<file path="src/rtl/ring_collector_if.sv">
// Collector-side bundle: ring stream capture inputs plus the host-facing valid/ready drain and status.
// The master drives y_in/en/out_ready; the slave (collector) drives data, valid and status.
interface ring_collector_if #(
    parameter int PERIOD = 4,
    parameter int DEPTH  = 4
);
    logic [15:0]                 y_in;
    logic                        en;
    logic [15:0]                 out_data;
    logic                        out_valid;
    logic                        out_ready;
    logic [$clog2(DEPTH):0]      level;
    logic                        overflow;
    logic [$clog2(PERIOD)-1:0]   phase;

    modport master (
        output y_in, en, out_ready,
        input  out_data, out_valid, level, overflow, phase
    );

    modport slave (
        input  y_in, en, out_ready,
        output out_data, out_valid, level, overflow, phase
    );
endinterface

</file>
<file path="src/rtl/ring_collector.sv">
// Samples one ring result word per period (after SKIP warm-up slots) into a FIFO; head visible one cycle after capture.
// Sink stalls via out_ready; a kept word arriving with the FIFO full and no pop is dropped and flags sticky overflow.
module ring_collector #(
    parameter int PERIOD       = 4,
    parameter int RESULT_PHASE = 3,
    parameter int SKIP         = 1,
    parameter int DEPTH        = 4
) (
    input  logic            clk,
    input  logic            reset,
    ring_collector_if.slave bus
);
    localparam int PW = $clog2(PERIOD);
    localparam int AW = $clog2(DEPTH);
    localparam int LW = AW + 1;

    logic [PW-1:0] r_phase;
    logic [3:0]    r_skip;
    logic [15:0]   r_mem [DEPTH];
    logic [AW-1:0] r_wr_ptr;
    logic [AW-1:0] r_rd_ptr;
    logic [LW-1:0] r_level;
    logic          r_overflow;

    logic w_slot;
    logic w_keep;
    logic w_full;
    logic w_pop;
    logic w_push;
    logic w_drop;

    assign w_slot = (r_phase == PW'(RESULT_PHASE)) && bus.en;
    assign w_keep = w_slot && (r_skip == 4'd0);
    assign w_full = (r_level == LW'(DEPTH));
    assign w_pop  = (r_level != '0) && bus.out_ready;
    // A pop in the same cycle frees the head slot, so a full FIFO can still accept.
    assign w_push = w_keep && (!w_full || w_pop);
    assign w_drop = w_keep && w_full && !w_pop;

    always_ff @(posedge clk) begin
        if (!reset) begin
            r_phase <= '0;
        end else if (r_phase == PW'(PERIOD - 1)) begin
            r_phase <= '0;
        end else begin
            r_phase <= r_phase + PW'(1);
        end
    end

    // Disabled slots do not consume the warm-up budget.
    always_ff @(posedge clk) begin
        if (!reset) begin
            r_skip <= 4'(SKIP);
        end else if (w_slot && (r_skip != 4'd0)) begin
            r_skip <= r_skip - 4'd1;
        end
    end

    always_ff @(posedge clk) begin
        if (reset && w_push) begin
            r_mem[r_wr_ptr] <= bus.y_in;
        end
    end

    always_ff @(posedge clk) begin
        if (!reset) begin
            r_wr_ptr   <= '0;
            r_rd_ptr   <= '0;
            r_level    <= '0;
            r_overflow <= 1'b0;
        end else begin
            if (w_push) begin
                r_wr_ptr <= (r_wr_ptr == AW'(DEPTH - 1)) ? '0 : r_wr_ptr + AW'(1);
            end
            if (w_pop) begin
                r_rd_ptr <= (r_rd_ptr == AW'(DEPTH - 1)) ? '0 : r_rd_ptr + AW'(1);
            end
            r_level <= r_level + LW'(w_push) - LW'(w_pop);
            if (w_drop) begin
                r_overflow <= 1'b1;
            end
        end
    end

    assign bus.out_data  = r_mem[r_rd_ptr];
    assign bus.out_valid = (r_level != '0);
    assign bus.level     = r_level;
    assign bus.overflow  = r_overflow;
    assign bus.phase     = r_phase;
endmodule

</file>
<file path="src/flat_wrapper.sv">
// flat-port wrapper written by rule: the top's interface ports become plain ports
module ring_collector_flat 
#(
    parameter int PERIOD       = 4,
    parameter int RESULT_PHASE = 3,
    parameter int SKIP         = 1,
    parameter int DEPTH        = 4
)
  (clk, reset, bus_y_in, bus_en, bus_out_ready, bus_out_data, bus_out_valid, bus_level, bus_overflow, bus_phase);
  ring_collector_if #(.PERIOD(PERIOD), .DEPTH(DEPTH)) bus_i ();
  input  logic clk;
  input  logic reset;
  input wire logic [$bits(bus_i.y_in)-1:0] bus_y_in;
  input wire logic [$bits(bus_i.en)-1:0] bus_en;
  input wire logic [$bits(bus_i.out_ready)-1:0] bus_out_ready;
  output wire logic [$bits(bus_i.out_data)-1:0] bus_out_data;
  output wire logic [$bits(bus_i.out_valid)-1:0] bus_out_valid;
  output wire logic [$bits(bus_i.level)-1:0] bus_level;
  output wire logic [$bits(bus_i.overflow)-1:0] bus_overflow;
  output wire logic [$bits(bus_i.phase)-1:0] bus_phase;
  assign bus_i.y_in = bus_y_in;
  assign bus_i.en = bus_en;
  assign bus_i.out_ready = bus_out_ready;
  assign bus_out_data = bus_i.out_data;
  assign bus_out_valid = bus_i.out_valid;
  assign bus_level = bus_i.level;
  assign bus_overflow = bus_i.overflow;
  assign bus_phase = bus_i.phase;
  ring_collector #(.PERIOD(PERIOD), .RESULT_PHASE(RESULT_PHASE), .SKIP(SKIP), .DEPTH(DEPTH)) u_core (.clk(clk), .reset(reset), .bus(bus_i));
endmodule
</file>
<file path="config.mk">
export PLATFORM = sky130hd
export DESIGN_NAME = ring_collector_flat
export DESIGN_NICKNAME = d
export VERILOG_FILES = /design/src/rtl/ring_collector_if.sv /design/src/rtl/ring_collector.sv /design/src/flat_wrapper.sv
export SDC_FILE = /design/constraint.sdc
export NUM_CORES = 1
export LEC_CHECK = 0
export CORE_MARGIN = 1
export CORE_UTILIZATION = 70
export CTS_BUF_LIST = sky130_fd_sc_hd__clkbuf_8
export CTS_CLUSTER_SIZE = 16
export DETAILED_ROUTE_END_ITERATION = 8
export DONT_BUFFER_PORTS = 1
export GPL_TIMING_DRIVEN = 0
export PLACE_DENSITY = 0.95
export SLEW_MARGIN = 30
export SYNTH_ARGS = -nofsm -noshare
export SYNTH_HDL_FRONTEND = slang
export SYNTH_SLANG_ARGS = --single-unit
</file>
<file path="constraint.sdc">
create_clock -name clk -period 3.9 [get_ports clk]
set_clock_uncertainty 0.15 [all_clocks]
set_input_delay 1.17 -clock clk [delete_from_list [all_inputs] [get_ports clk]]
set_output_delay 1.17 -clock clk [all_outputs]
set_load 0.01 [all_outputs]
</file>
==> reports/metrics.cfg, run 1 <==
[status]
status=finished clean

[clock_tree]
clockBufferDepth=2
clk_pin_slew_ns=0.08
ctsResizeCount=0
clkLatencyLatePin_ns=0.35
cts_tree=built
cts-root-buf=clkbuf_8
cts_max_level=3
hold_buffers=0
cts.sinks=80
cts_made_buffers=9
postCtsSetupBuffers=0

[timing]
period_share=0.851
final-max-slew-violation-count=0
tns_ns=0
hold_viol_final=0
setup_ws_ns=0.579
max_clock_freq_mhz=301
worst_slew_pin_slew_ns=0.859
setup_viol=0
min_period_ns=3.32
max_slew_margin=0.427
rsz0062_at_grt=no

[route]
drt-total-wl_um=5250
vias=1486
drt_first_iter_violations=99
antenna_left=0
drc=0
first_pass_iters=4
avgViaCountPerCell=6.32
wire_per_inst_um=22.3

[die]
initial_core_util=0.752
fp.dieH_um=68.7
rows=23
dieArea_um2=4720
io_pins=43
core_area_um2=4140
die_w_um=68.7

[min_path]
hp-class=reg -> reg
whs_endpoint=u_core.bus.phase[0]
hold_depth=1
holdCritStartpoint=u_core.bus.phase[0]

[place]
gp_congestion=0.782
place_ws_ns=0.814
place_area_um2=3180
port_buffers=0
hpwlAfterDp_um=3400

[critical_path]
worstReg2RegEnd=u_core.bus.level[2]
crit_path_start_kind=flop
critical_path.top_delay_family=buffers and inverters
crit_slowest_cell=clkbuf_1
regToRegSetupSlack_ns=1.20
rr_worst_depth=10
slowest_delay_ns=0.50
critical_path_required_ns=2.58
cp_common_cell=clkbuf_1
cp_max_fo=10
crit_type=reg -> out
r2r-start=u_core.bus.level[1]
end_kind=output port
worst-path-buf-inv=2
crit_path_cell_trace=clkbuf_1 > clkbuf_1 > mux4_2
worst_ep_arrival_time_ns=2.00

[cells_and_area]
stdcell_area_um2=3390
nFillCells=195
finalNetCount=211
diodes=0
areaGrowthSynthToFinish_pct=8.84
finish.utilization=0.818
layout_commonest_cell=edfxtp_1
regArea_um2=2240
multi_input_area_um2=806
drive_gt1_frac=0.189
final_cell_mix=64 x edfxtp_1, 16 x mux4_2, 16 x dfxtp_1

[synthesis]
syn_nets=200
synth_seq_area_share=0.720
yosysTopAreaCellShare=0.617
syn_inst=169
synthesis.area_um2=3110
synth_area_leaders=edfxtp_1 62%, mux4_2 12%, dfxtp_1 10%
synthArstFlopShare=0
yosysTopAreaCell=edfxtp_1
synth_warnings=0
synth_ff_type=edfxtp_1
synth_cell_type_count=30
synth_edf_count=64
ys_ff_latch=80
synth.avg_cell_area_um2=18.4

[global_route]
grt_usage=0.260
grt_antenna_before_repair=0
grt_max_degree=17
grt_pass1_wl_um=7890
grt_pass1_vias=1542
gr-total-overflow=0

[power_and_ir_drop]
power_mw=1.92
vdd_drop_max_uv=436
p_leak_nw=1.15
power_density_nw_per_um2=568

[flow_run]
drv_cap=0

[worst max path at each step]
| stage | to | startpoint | cells past startpoint |
|---|---|---|---|
| 2_1_floorplan | u_core.bus.level[2] | bus_out_ready | 9 |
| 5_1_grt | bus_out_data[5] | flop | 3 |
| 4_1_cts | bus_out_data[10] | flop | 3 |
| 3_5_place_dp | u_core.bus.level[2] | bus_out_ready | 10 |
| 3_3_place_gp | u_core.bus.level[2] | bus_out_ready | 9 |
| 6_report | bus_out_data[10] | flop | 3 |
[synthesized netlist by cell type, drive strengths merged (3+ instances only)]
master / number
nand2: 6
o21ai: 4
mux2i: 3
or3: 3
mux4: 16
nand3: 4
dfxtp: 16
inv: 8
buf: 3
ha: 10
and2: 3
clkbuf: 4
edfxtp: 64
and3: 6
[worst reg2reg max path, delay by kind of cell, from the launching register on]
family                   cells  cell delay [ns]
XOR/XNOR                     2             0.28
adder cells (fa/ha/maj)      3             0.82
buffers and inverters        3             0.23
flip-flops                   1             0.41
AO/OA/AOI/OAI                1             0.57
AND/OR/NAND/NOR              1             0.15
[layer usage]
metal | global-route usage | share of wire | vias to the layer above
met1 | 0.303 | 0.39 | 746
met2 | 0.441 | 0.54 | 57
met5 | 0 | 0 | -
li1 | - | - | 674
met3 | 0.0921 | 0.062 | 9
met4 | 0.105 | 0.012 | 0
[power breakdown]
| group | internal, mW | switching (mW) |
|---|---|---|
| Combinational | 0.147 | 0.148 |
| Sequential | 0.947 | 0.0366 |
| Clock | 0.356 | 0.290 |
[state kept, by name, summed over array words and instances, names as in the netlist, named ones only]
name	count
u_core.r_skip	4
u_core.r_rd_ptr	2
u_core.bus.overflow	1
u_core.r_mem	64
u_core.bus.level	3
u_core.bus.phase	2
u_core.r_wr_ptr	2
[metrics by stage]
step | hold WS (ns) | instances
after floorplan | 0.318 | 169
after global routing | 0.407 | 235
after CTS | 0.383 | 235
after detailed placement | 0.362 | 219
after global placement | 0.325 | 219
final | 0.377 | 235
[kinds of logic (layout without fill, tap and decap cells)]
logic type	after synthesis	in the layout	share of synthesized area
flip-flops	80	80	0.720
adder cells (fa/ha/maj)	11	11	0.0466
buffers and inverters	15	31	0.0213
XOR/XNOR	3	3	0.00844
AND/OR/NAND/NOR	33	33	0.0623
multiplexers	19	19	0.125
AO/OA/AOI/OAI	8	8	0.0161
[layout make-up]
type / instances / area share
Buffer: 7 / 0.0107
Clock buffer: 9 / 0.0365
Clock inverter: 7 / 0.0262
Inverter: 8 / 0.00886
Multi-Input combinational cell: 74 / 0.238
Sequential cell: 80 / 0.661
Tap cell: 50 / 0.0185
Note: power is estimated with default switching activity, not from simulation.
==> run 2, diff against run 1 <==
--- a/config.mk
+++ b/config.mk
@@ -5,6 +5,7 @@
 export SDC_FILE = /design/constraint.sdc
 export NUM_CORES = 1
 export LEC_CHECK = 0
+export ABC_AREA = 1
 export CORE_MARGIN = 1
 export CORE_UTILIZATION = 70
 export CTS_BUF_LIST = sky130_fd_sc_hd__clkbuf_8
==> run 2 against run 1 <==
  * Synthesized cell count is 55% higher
  * Largest power group unchanged
  * Highest routed layer unchanged
  * Via count is 33% higher
  * Critical path type unchanged
  * Register-to-register slack better by 0.22 ns
  * Largest cell class unchanged
==> reports/metrics.cfg, run 2 <==
[critical_path]
critical_path.top_delay_family=flip-flops
worst-path-buf-inv=1
critical_path_required_ns=2.58
crit_slowest_cell=dfxtp_1
end_kind=output port
crit_path_cell_trace=buf_2 > o21ai_0 > o22ai_1
crit_type=reg -> out
slowest_delay_ns=0.50
cp_max_fo=10
crit_path_start_kind=flop
worst_ep_arrival_time_ns=1.54

[timing]
final-max-slew-violation-count=0
hold_viol_final=0
max_slew_margin=0.386
setup_viol=0
tns_ns=0
max_clock_freq_mhz=350
rsz0062_at_grt=no
period_share=0.732
min_period_ns=2.86
worst_slew_pin_slew_ns=0.919

[synthesis]
synth_seq_area_share=0.700
synthArstFlopShare=0
synthesis.area_um2=3200
synth.most_common_cell=edfxtp_1
synth_edf_count=64
yosysTopAreaCell=edfxtp_1
synth_ff_type=edfxtp_1
yosysTopAreaCellShare=0.600
netlist_top_cells_count=64 x edfxtp_1, 46 x nor2_1, 25 x o21ai_0
synth_cell_type_count=24
syn_inst=262
synth_warnings=0
syn_nets=293
ys_ff_latch=80
synth_area_leaders=edfxtp_1 60%, dfxtp_1 10%, nor2_1 5.4%
synth.avg_cell_area_um2=12.2

[cells_and_area]
drive_gt1_frac=0.137
layout_commonest_cell=edfxtp_1
top_register=u_core.r_mem
final_cell_mix=64 x edfxtp_1, 46 x nor2_1, 25 x o21ai_0
areaGrowthSynthToFinish_pct=8.16
diodes=0
regArea_um2=2240
nFillCells=249
multi_input_area_um2=833
finalNetCount=304
largest_reg_flops=64

[route]
wire_per_inst_um=18.1
drc=0
drt-total-wl_um=5970
drt_first_iter_violations=168
avgViaCountPerCell=5.98
antenna_left=0
first_pass_iters=4
vias=1975

[clock_tree]
postCtsSetupBuffers=0
clk_pin_slew_ns=0.08
ctsResizeCount=0
clkLatencyLatePin_ns=0.34
cts_max_level=3
clockBufferDepth=2
cts_tree=built
cts-root-buf=clkbuf_8
cts_made_buffers=9
hold_buffers=0
cts.sinks=80

[global_route]
grt_max_degree=17
grt_antenna_before_repair=0
grt_usage=0.265
grt_pass1_vias=2027
grt_pass1_wl_um=9500
gr-total-overflow=0

[die]
core_area_um2=4380
rows=24
io_pins=43
initial_core_util=0.731
die_w_um=69.7
fp.dieH_um=69.7
dieArea_um2=4850

[status]
status=finished clean

[flow_run]
drv_cap=0

[power_and_ir_drop]
p_leak_nw=1.25
vdd_drop_max_uv=470
power_mw=2.08
power_density_nw_per_um2=601

[place]
hpwlAfterDp_um=3850
port_buffers=0
gp_congestion=0.728

[min_path]
hp-class=reg -> reg

==> run 2: cell count changes after synthesis, moves of 5 or more <==
cell and delta:
nor2_2 +5, and3_1 -6, nand2_1 +13, nor2_1 +44
o22ai_1 +16, buf_2 +7, o21ai_0 +21, mux4_2 -16
a21oi_1 +5, o21ai_1 +10, inv_1 +11
==> run 2: worst paths after layout <==
check	startpoint	to	slack, ns	cells after the start
setup / recovery	flop	bus_out_data[13]	1.04	3
hold / removal	u_core.r_skip[0]	u_core.r_skip[0]	0.34	2
setup reg to reg	u_core.bus.phase[0]	u_core.r_mem[2][11]	1.42	7
hold reg to reg	u_core.r_skip[0]	u_core.r_skip[0]	0.34	2
==> run 2: per-stage QoR <==
step | cells | utilization | setup slack (ns) | hold WS, ns | cell area, um2
after global placement | 314 | 0.746 | 1.00 | 0.303 | 3270
after CTS | 330 | 0.791 | 1.05 | 0.343 | 3470
final | 330 | 0.791 | 1.04 | 0.339 | 3470
after floorplan | 262 | - | 1.13 | 0.292 | 3200
after detailed placement | 314 | 0.746 | 0.971 | 0.320 | 3270
after global routing | 330 | 0.791 | 0.929 | 0.392 | 3470
==> run 2: logic make-up after synthesis <==
| kind of cell | Yosys count | share of synthesized area |
|---|---|---|
| AO/OA/AOI/OAI | 56 | 0.0937 |
| XOR/XNOR | 2 | 0.00547 |
| adder cells (fa/ha/maj) | 11 | 0.0453 |
| buffers and inverters | 31 | 0.0402 |
| flip-flops | 80 | 0.700 |
| AND/OR/NAND/NOR | 82 | 0.116 |
==> run 2: layout make-up <==
class | instances | area share
well taps | 52 | 0.0188
multi-input cells | 151 | 0.240
inverters | 22 | 0.0242
flip-flops and latches | 80 | 0.647
clock inverters | 7 | 0.0209
plain buffers | 9 | 0.0130
clock buffers | 9 | 0.0357
==> run 2: worst reg2reg max path, stage by stage (launching register included) <==
cell      delay [ns]
dfxtp_1         0.43
ha_1            0.25
nand2_2         0.10
clkinv_2        0.09
nand3_4         0.08
nor2_4          0.19
nand2_4         0.10
nor2_2          0.71
==> run 2: metal layers <==
layer / wire [um] / part of all wire / track usage
met1: 2370 / 0.40 / 0.320
met2: 3120 / 0.52 / 0.444
met3: 427 / 0.072 / 0.0828
met4: 57 / 0.0095 / 0.109
met5: 0 / 0 / 0
==> run 2: where the power goes <==
part           internal [mW]  switching (mW)
registers              0.955          0.0502
logic                  0.152           0.338
clock network          0.295           0.291
==> run 3, diff against run 2 <==
--- a/config.mk
+++ b/config.mk
@@ -7,13 +7,13 @@
 export LEC_CHECK = 0
 export ABC_AREA = 1
 export CORE_MARGIN = 1
-export CORE_UTILIZATION = 70
+export CORE_UTILIZATION = 59
 export CTS_BUF_LIST = sky130_fd_sc_hd__clkbuf_8
 export CTS_CLUSTER_SIZE = 16
 export DETAILED_ROUTE_END_ITERATION = 8
 export DONT_BUFFER_PORTS = 1
 export GPL_TIMING_DRIVEN = 0
-export PLACE_DENSITY = 0.95
+export PLACE_DENSITY = 0.89
 export SLEW_MARGIN = 30
 export SYNTH_ARGS = -nofsm -noshare
 export SYNTH_HDL_FRONTEND = slang
==> constraint.sdc (replaced) <==
create_clock -name clk -period 2.3 [get_ports clk]
set_clock_uncertainty 0.15 [all_clocks]
set_input_delay 0.69 -clock clk [delete_from_list [all_inputs] [get_ports clk]]
set_output_delay 0.69 -clock clk [all_outputs]
set_load 0.01 [all_outputs]
==> run 3 against run 2 <==
  * The run now ends with negative setup slack left
  * Sequential power increased by 73%
  * Critical path depth increased by 4
  * Sequential cell count unchanged
  * Design area increased by 6.2%
  * Global-route usage decreased by 3.3 points
  * Cell count increased by 5.5%
  * Largest power group unchanged
  * Combinational power increased by 120%
  * Sequential share of layout area decreased by 3.5 points
  * Utilization decreased by 7.9 points
  * Hold slack got worse by 0.053 ns
  * First-iteration DRC count decreased by 7.1%
  * Die area increased by 18%
==> reports/metrics.cfg, run 3 (synthesis results as in run 2) <==
[timing]
setup_viol=14
rsz0062_at_grt=yes
final-max-slew-violation-count=0
setup_ws_ns=-0.00473
hold_viol_final=0
period_share=1.00
max_slew_margin=0.390
max_clock_freq_mhz=434
tns_ns=-0.0337
min_period_ns=2.30
worst_slew_pin_slew_ns=0.914

[cells_and_area]
largest_reg_flops=64
diodes=0
layout_commonest_cell=edfxtp_1
areaGrowthSynthToFinish_pct=14.8
layoutNonFillerInstCount=348
final_cell_mix=64 x edfxtp_1, 45 x nor2_1, 21 x o21ai_0
regArea_um2=2250
top_register=u_core.r_mem
finish.utilization=0.711
stdcell_area_um2=3680
multi_input_area_um2=961
finalNetCount=304
drive_gt1_frac=0.237
nFillCells=343

[status]
violations=negative setup slack
status=finished with violations

[die]
fp.dieH_um=75.7
core_area_um2=5170
io_pins=43
initial_core_util=0.619
die_w_um=75.7
rows=26
dieArea_um2=5730

[place]
hpwlAfterDp_um=3800
gp_congestion=0.819
place_inst=332
port_buffers=0
place_area_um2=3290

[power_and_ir_drop]
power_density_nw_per_um2=1090
vdd_drop_max_uv=843
p_leak_nw=1.31
power_mw=3.99

[route]
drt_first_iter_violations=156
avgViaCountPerCell=5.77
vias=2007
drt-total-wl_um=6240
first_pass_iters=4
antenna_left=0
wire_per_inst_um=17.9
drc=0

[critical_path]
r2r-start=u_core.bus.phase[0]
crit_path_start_kind=flop
end_kind=flop
crit_type=reg -> reg
critical_path_required_ns=2.12
critPathLaunch=u_core.bus.phase[0]
cp_max_fo=16
worst_ep_arrival_time_ns=2.12

[clock_tree]
cts.sinks=80
postCtsSetupBuffers=0
hold_buffers=0
clk_pin_slew_ns=0.08
cts-root-buf=clkbuf_8
cts_tree=built
cts_max_level=3
cts_made_buffers=9
clkLatencyLatePin_ns=0.34
clockBufferDepth=2

[min_path]
holdCritStartpoint=bus_y_in[14]
hp-class=in -> reg

[global_route]
grt_usage=0.232
grt_antenna_before_repair=0
grt_pass1_vias=2021
grt_max_degree=17
gr-total-overflow=0
grt_pass1_wl_um=9070

[flow_run]
drv_cap=0

-- run 3: area by class of cell --
type | count | area share
Sequential cell | 80 | 0.612
Buffer | 9 | 0.0156
Clock buffer | 9 | 0.0337
Multi-Input combinational cell | 151 | 0.261
Inverter | 22 | 0.0235
Tap cell | 70 | 0.0238
Clock inverter | 7 | 0.0299
-- run 3: per-layer routing --
| layer | track usage | routed length [um] | part of all wire | vias to the layer above |
|---|---|---|---|---|
| li1 | - | - | - | 938 |
| met1 | 0.228 | 2340 | 0.38 | 963 |
| met3 | 0.0741 | 516 | 0.083 | 17 |
| met2 | 0.422 | 3170 | 0.51 | 89 |
| met5 | 0 | 0 | 0 | - |
| met4 | 0.146 | 214 | 0.034 | 0 |
-- run 3: what timing repair did --
item                       in CTS  in global routing
resized for setup              10                 35
setup endpoints to repair      75                 81
pin swaps                       0                  7
-- run 3: where the power goes --
part | switching, mW | total (mW) | internal, mW
clock network | 0.489 | 1.20 | 0.711
registers | 0.0970 | 1.73 | 1.63
logic | 0.682 | 1.06 | 0.382
-- run 3: per-stage QoR --
step                setup WS (ns)  hold WS, ns
detailed placement         -0.149        0.311
floorplan                  0.0148        0.292
finish                   -0.00473        0.286
global placement           -0.130        0.305
global route               -0.128        0.267
CTS                        -0.100        0.270
-- run 3: critical path, stage by stage (launching register included) --
cell	delay (ns)
dfxtp_2	0.37
ha_2	0.21
nand2_2	0.08
clkinv_2	0.08
nand3_4	0.08
nor2_4	0.16
nand2_4	0.09
nor2_2	0.70
-- run 3: path summary, 6_finish.rpt --
check,end,slack (ns),cells past startpoint
worst max-delay path,u_core.r_mem[3][0],-0.005,7
worst max register to register,u_core.r_mem[3][0],-0.005,7
worst min-delay path,u_core.r_mem[1][14],0.29,0
worst min register to register,u_core.bus.phase[0],0.32,1
